[src/rtl/ebn_pkg.sv]
// Shared helpers for the ebn elastic buffer: pointer/count widths, wrap-aware
// pointer increment and the push/pop transfer encoding.
package ebn_pkg;

  // Width needed to hold an occupancy value in the range 0..depth.
  function automatic int unsigned cnt_width(input int unsigned depth);
    return $clog2(depth + 32'd1);
  endfunction

  // Pointer width; floor of one bit keeps degenerate depths well-formed.
  function automatic int unsigned ptr_width(input int unsigned depth);
    return (depth < 32'd2) ? 32'd1 : $clog2(depth);
  endfunction

  // Advance a circular pointer, wrapping explicitly at depth-1.
  function automatic int unsigned ptr_inc(input int unsigned ptr, input int unsigned depth);
    return (ptr >= depth - 32'd1) ? 32'd0 : ptr + 32'd1;
  endfunction

  typedef enum logic [1:0] {
    XFER_IDLE = 2'b00,
    XFER_POP  = 2'b01,
    XFER_PUSH = 2'b10,
    XFER_BOTH = 2'b11
  } xfer_e;

endpackage

[src/rtl/ebn_mem.sv]
// DEPTH x DWIDTH storage array: one synchronous write port, one asynchronous
// read port. Contents are intentionally not reset.
module ebn_mem #(
  parameter int unsigned DWIDTH = 32,
  parameter int unsigned DEPTH  = 4,
  parameter int unsigned AWIDTH = 2
) (
  input  logic              clk,
  input  logic              wr_en_i,
  input  logic [AWIDTH-1:0] wr_addr_i,
  input  logic [DWIDTH-1:0] wr_data_i,
  input  logic [AWIDTH-1:0] rd_addr_i,
  output logic [DWIDTH-1:0] rd_data_o
);

  logic [DWIDTH-1:0] mem_q [DEPTH];

  always_ff @(posedge clk) begin
    if (wr_en_i) begin
      mem_q[wr_addr_i] <= wr_data_i;
    end
  end

  assign rd_data_o = mem_q[rd_addr_i];

endmodule

[src/rtl/ebn.sv]
// N-deep elastic buffer with registered full flag (t_ready) and registered
// valid; port occ exists only when EBN_OCC_EN is defined.
module ebn
  import ebn_pkg::*;
#(
  parameter int unsigned DWIDTH = 32,
  parameter int unsigned DEPTH  = 4
) (
  input  logic              clk,
  input  logic              rstf,
  input  logic [DWIDTH-1:0] t_data,
  input  logic              t_valid,
  output logic              t_ready,
  output logic [DWIDTH-1:0] i_data,
  output logic              i_valid,
  input  logic              i_ready
`ifdef EBN_OCC_EN
  ,
  output logic [cnt_width(DEPTH)-1:0] occ
`endif
);

  localparam int unsigned CNT_W = cnt_width(DEPTH);
  localparam int unsigned PTR_W = ptr_width(DEPTH);

  logic [PTR_W-1:0]  wr_ptr_q, wr_ptr_d;
  logic [PTR_W-1:0]  rd_ptr_q, rd_ptr_d;
  logic [CNT_W-1:0]  count_q, count_d;
  logic              t_ready_q, t_ready_d;
  logic              i_valid_q, i_valid_d;
  logic              push_c, pop_c;
  xfer_e             xfer_c;
  logic [DWIDTH-1:0] rd_data_c;

  assign push_c = t_valid & t_ready_q;
  assign pop_c  = i_valid_q & i_ready;
  assign xfer_c = xfer_e'({push_c, pop_c});

  ebn_mem #(
    .DWIDTH (DWIDTH),
    .DEPTH  (DEPTH),
    .AWIDTH (PTR_W)
  ) u_mem (
    .clk       (clk),
    .wr_en_i   (push_c),
    .wr_addr_i (wr_ptr_q),
    .wr_data_i (t_data),
    .rd_addr_i (rd_ptr_q),
    .rd_data_o (rd_data_c)
  );

  // Next-state: pointers, occupancy and the two registered handshake flags.
  always_comb begin
    wr_ptr_d  = wr_ptr_q;
    rd_ptr_d  = rd_ptr_q;
    count_d   = count_q;
    t_ready_d = 1'b0;
    i_valid_d = 1'b0;

    if (push_c) begin
      wr_ptr_d = PTR_W'(ptr_inc(32'(wr_ptr_q), DEPTH));
    end
    if (pop_c) begin
      rd_ptr_d = PTR_W'(ptr_inc(32'(rd_ptr_q), DEPTH));
    end

    case (xfer_c)
      XFER_PUSH: count_d = count_q + CNT_W'(1);
      XFER_POP:  count_d = count_q - CNT_W'(1);
      default:   count_d = count_q;
    endcase

    // Flags look at the post-update count so they are valid the next cycle.
    t_ready_d = (count_d < CNT_W'(DEPTH));
    i_valid_d = (count_d != '0);
  end

  always_ff @(posedge clk or negedge rstf) begin
    if (!rstf) begin
      wr_ptr_q  <= '0;
      rd_ptr_q  <= '0;
      count_q   <= '0;
      t_ready_q <= 1'b0;
      i_valid_q <= 1'b0;
    end else begin
      wr_ptr_q  <= wr_ptr_d;
      rd_ptr_q  <= rd_ptr_d;
      count_q   <= count_d;
      t_ready_q <= t_ready_d;
      i_valid_q <= i_valid_d;
    end
  end

  assign t_ready = t_ready_q;
  assign i_valid = i_valid_q;
  // Gate the head word so an empty buffer never exposes stale storage.
  assign i_data  = i_valid_q ? rd_data_c : '0;

`ifdef EBN_OCC_EN
  assign occ = count_q;
`endif

`ifndef SYNTHESIS
  a_count_range : assert property (@(posedge clk) disable iff (!rstf)
    count_q <= CNT_W'(DEPTH));
  a_wr_ptr_range : assert property (@(posedge clk) disable iff (!rstf)
    32'(wr_ptr_q) < DEPTH);
  a_rd_ptr_range : assert property (@(posedge clk) disable iff (!rstf)
    32'(rd_ptr_q) < DEPTH);
  a_valid_tracks_count : assert property (@(posedge clk) disable iff (!rstf)
    i_valid_q == (count_q != '0));
`endif

endmodule

[config.mk]
export PLATFORM = sky130hd
export DESIGN_NAME = ebn
export DESIGN_NICKNAME = d
export VERILOG_FILES = /design/src/rtl/ebn_pkg.sv /design/src/rtl/ebn_mem.sv /design/src/rtl/ebn.sv
export SDC_FILE = /design/constraint.sdc
export NUM_CORES = 1
export LEC_CHECK = 0
export BUFFER_PORTS_ARGS = -buffer_cell sky130_fd_sc_hd__buf_4
export CORE_MARGIN = 2
export CORE_UTILIZATION = 55
export CTS_CLUSTER_DIAMETER = 200
export DETAILED_ROUTE_END_ITERATION = 7
export PLACE_DENSITY = 0.76
export SYNTH_ARGS = -nofsm -noshare
export SYNTH_HDL_FRONTEND = slang
export SYNTH_SLANG_ARGS = --single-unit
[constraint.sdc]
create_clock -name clk -period 5.9 [get_ports clk]
set_input_delay 1.475 -clock clk [delete_from_list [all_inputs] [get_ports clk]]
set_output_delay 1.475 -clock clk [all_outputs]
set_load 0.01 [all_outputs]
==> out/metrics.cfg <==
[status]
outcome=complete, no violations

[floorplanning]
die_w_um=102.7
floorplan.initialDensity=0.5563
dieArea_mm2=0.01056
ios=70
core_mm2=0.009639
fp.dieH_um=102.7
row_count=36

[clock_network]
clkSinkCount=137
clk_latency_ps=520
cts_hold_buf=0
root_buffer=clkbuf_8
max-clock-path-buffers=2
cts_resized=0
cts_made_buffers=17
clk_pin_slew_ps=60
cts_tree=done
post_cts_buffers=0
ctsHtreeMaxLevel=4

[final_layout]
diodes=0
filler_cell_count=641
fin_nets=367
areaGrowthSynthToFinish_pct=21.42
seq_area_mm2=0.004071
multi_input_area_mm2=0.001175
drive_gt1_frac=0.3976

[timing]
rsz0062_at_grt=false
max_freq_mhz=246.6
clock-skew-final_ps=10.48
max-slew-margin-rel=0.3265
tightest_slew_ps=1010
setup_violations=0
final.setup.tns_ps=0
finalMaxSlewViolations=0
fin_crit_sh=0.6873
finalHoldViolations=0
finalCriticalPeriod_ps=4055

[power_and_ir_drop]
p_leak_nw=2.313
peakVddDrop_mv=0.3323
p_total_mw=3.287
powerDensity_mw_per_mm2=504.8

[placed_design]
portBuffers=69
dp_hpwl_um=4986
place_congestion=0.6818

[critical_path]
cp_common_cell=buf_4
slowest_delay_ps=640
crit_buf_inv=2
cp_max_fo=22
cp-endpoint=i_data[14]
cp-startpoint=rd_ptr_q[0]
crit_family=multiplexers
r2r_start=i_valid
cp-end-kind=primary output
crit_arrival_ps=2580
rr_endpoint=t_ready
critical_path_class=reg -> out
ff2ff_setup_slack_ps=3100
crit_path_cell_trace=buf_4, mux4_1, and2_1, buf_4
worstPathRequired_ps=4430
crit_slowest_cell=mux4_1
path_depth=4
rr_worst_depth=8
start_kind=flip-flop

[grt]
overflow=0
antenna_found_initial=0
grt_max_degree=35
grt_pass1_wl_um=13220
grt.total_usage=0.1819
grt_pass1_vias=2521

[detailed_routing]
ant_nets=0
drc_errors=0
drt-total-wl_um=8939
wl_per_cell_um=19.02
vias_per_cell=5.364
firstDrtPassIters=4
num_vias=2521
drt_iter0_drc=82

[synthesis]
synth_top_area_frac=0.7168
synth_area_leader_cell=edfxtp_1
synth_area_mm2=0.005363
syn_area_per_cell_um2=21.80
yosysWarnings=0
ys_top_cells_by_area=edfxtp_1 (72%), mux4_2 (12%), dfrtp_1 (4.2%), and2_1 (3.8%), mux4_1 (2.0%)
seq_area_frac_synth=0.7587
ys_ff_latch=137
syn-num-nets=289
synth_cells=246
synth.distinct_cells=22

[hold_path]
min_path_type=reg -> reg
hold_depth=1

[flow_run]
cap_violations=0

## worst min-delay path by stage
stage	slack, ps	from	to
floorplan	460	count_q[0]	count_q[0]
global placement	480	count_q[0]	count_q[0]
detailed placement	480	count_q[0]	count_q[0]
CTS	500	count_q[0]	count_q[0]
global route	510	count_q[0]	count_q[0]
finish	500	count_q[0]	count_q[0]
## sequential cells by signal (all words and copies together) (netlist names)
| signal | cells |
|---|---|
| count_q | 3 |
| i_valid | 1 |
| rd_ptr_q | 2 |
| t_ready | 1 |
| u_mem.mem_q | 128 |
| wr_ptr_q | 2 |
## placed cells by master, fill, tap and decap left out, drive strengths merged
| master | n |
|---|---|
| a21o | 2 |
| nor3 | 2 |
| fa | 1 |
| nand4bb | 1 |
| and2 | 33 |
| xor2 | 1 |
| dfrtp | 9 |
| nand2 | 4 |
| clkinvlp | 5 |
| edfxtp | 128 |
| or3 | 1 |
| buf | 70 |
| clkbuf | 18 |
| clkinv | 7 |
| xnor2 | 1 |
| bufinv | 2 |
| o21ai | 2 |
| mux4 | 32 |
| mux2 | 2 |
| ha | 6 |
| and3 | 4 |
| inv | 6 |
## report_power, final
| group | switching, mW | internal (mW) |
|---|---|---|
| Combinational | 0.400 | 0.535 |
| Sequential | 0.136 | 1.25 |
| Clock | 0.373 | 0.593 |
| Total | 0.909 | 2.38 |
## metrics by stage
step                  util  setup WS [ps]  std cells  hold WS, ps  cell area [µm²]
CTS                 0.6755           1779        470        496.5             6511
floorplan                -           2962        246        459.6             5363
detailed placement  0.6184           2346        438        484.4             5961
global placement    0.6184           2371        438        483.2             5961
global route        0.6755           1672        470        508.3             6511
finish              0.6755           1845        470        498.0             6511
## final cells by class
| class | instances | area share |
|---|---|---|
| well taps | 133 | 0.02556 |
| inverters | 6 | 0.003459 |
| clock inverters | 14 | 0.02037 |
| repair buffers | 70 | 0.08071 |
| clock buffers | 18 | 0.06418 |
| flip-flops and latches | 137 | 0.6253 |
| multi-input cells | 92 | 0.1804 |
## cells in the mapped netlist, drive strengths merged
cell type / n
nand2: 4
nand4bb: 1
buf: 7
and2: 33
mux4: 32
xnor2: 1
clkbuf: 4
ha: 6
fa: 1
o21ai: 2
xor2: 1
a21o: 2
or3: 1
dfrtp: 9
nor3: 2
mux2: 2
inv: 6
edfxtp: 128
and3: 4
## routing by layer
layer	GRT usage	vias up	share of wire
met5	0	-	0
met4	0.08502	0	0.012
met3	0.05831	7	0.047
met2	0.2931	61	0.53
met1	0.2277	1313	0.41
li1	-	1140	-
## kinds of logic (layout without fill, tap and decap cells)
logic type,count (synthesis),in the layout,synth area share
flip-flops,137,137,0.7588
adder cells (fa/ha/maj),7,7,0.01773
multiplexers,34,34,0.1414
XOR/XNOR,2,2,0.003267
AND/OR/NAND/NOR,45,45,0.05110
buffers and inverters,17,108,0.02310
AO/OA/AOI/OAI,4,4,0.004666
Power figures use the tool's default switching activity.
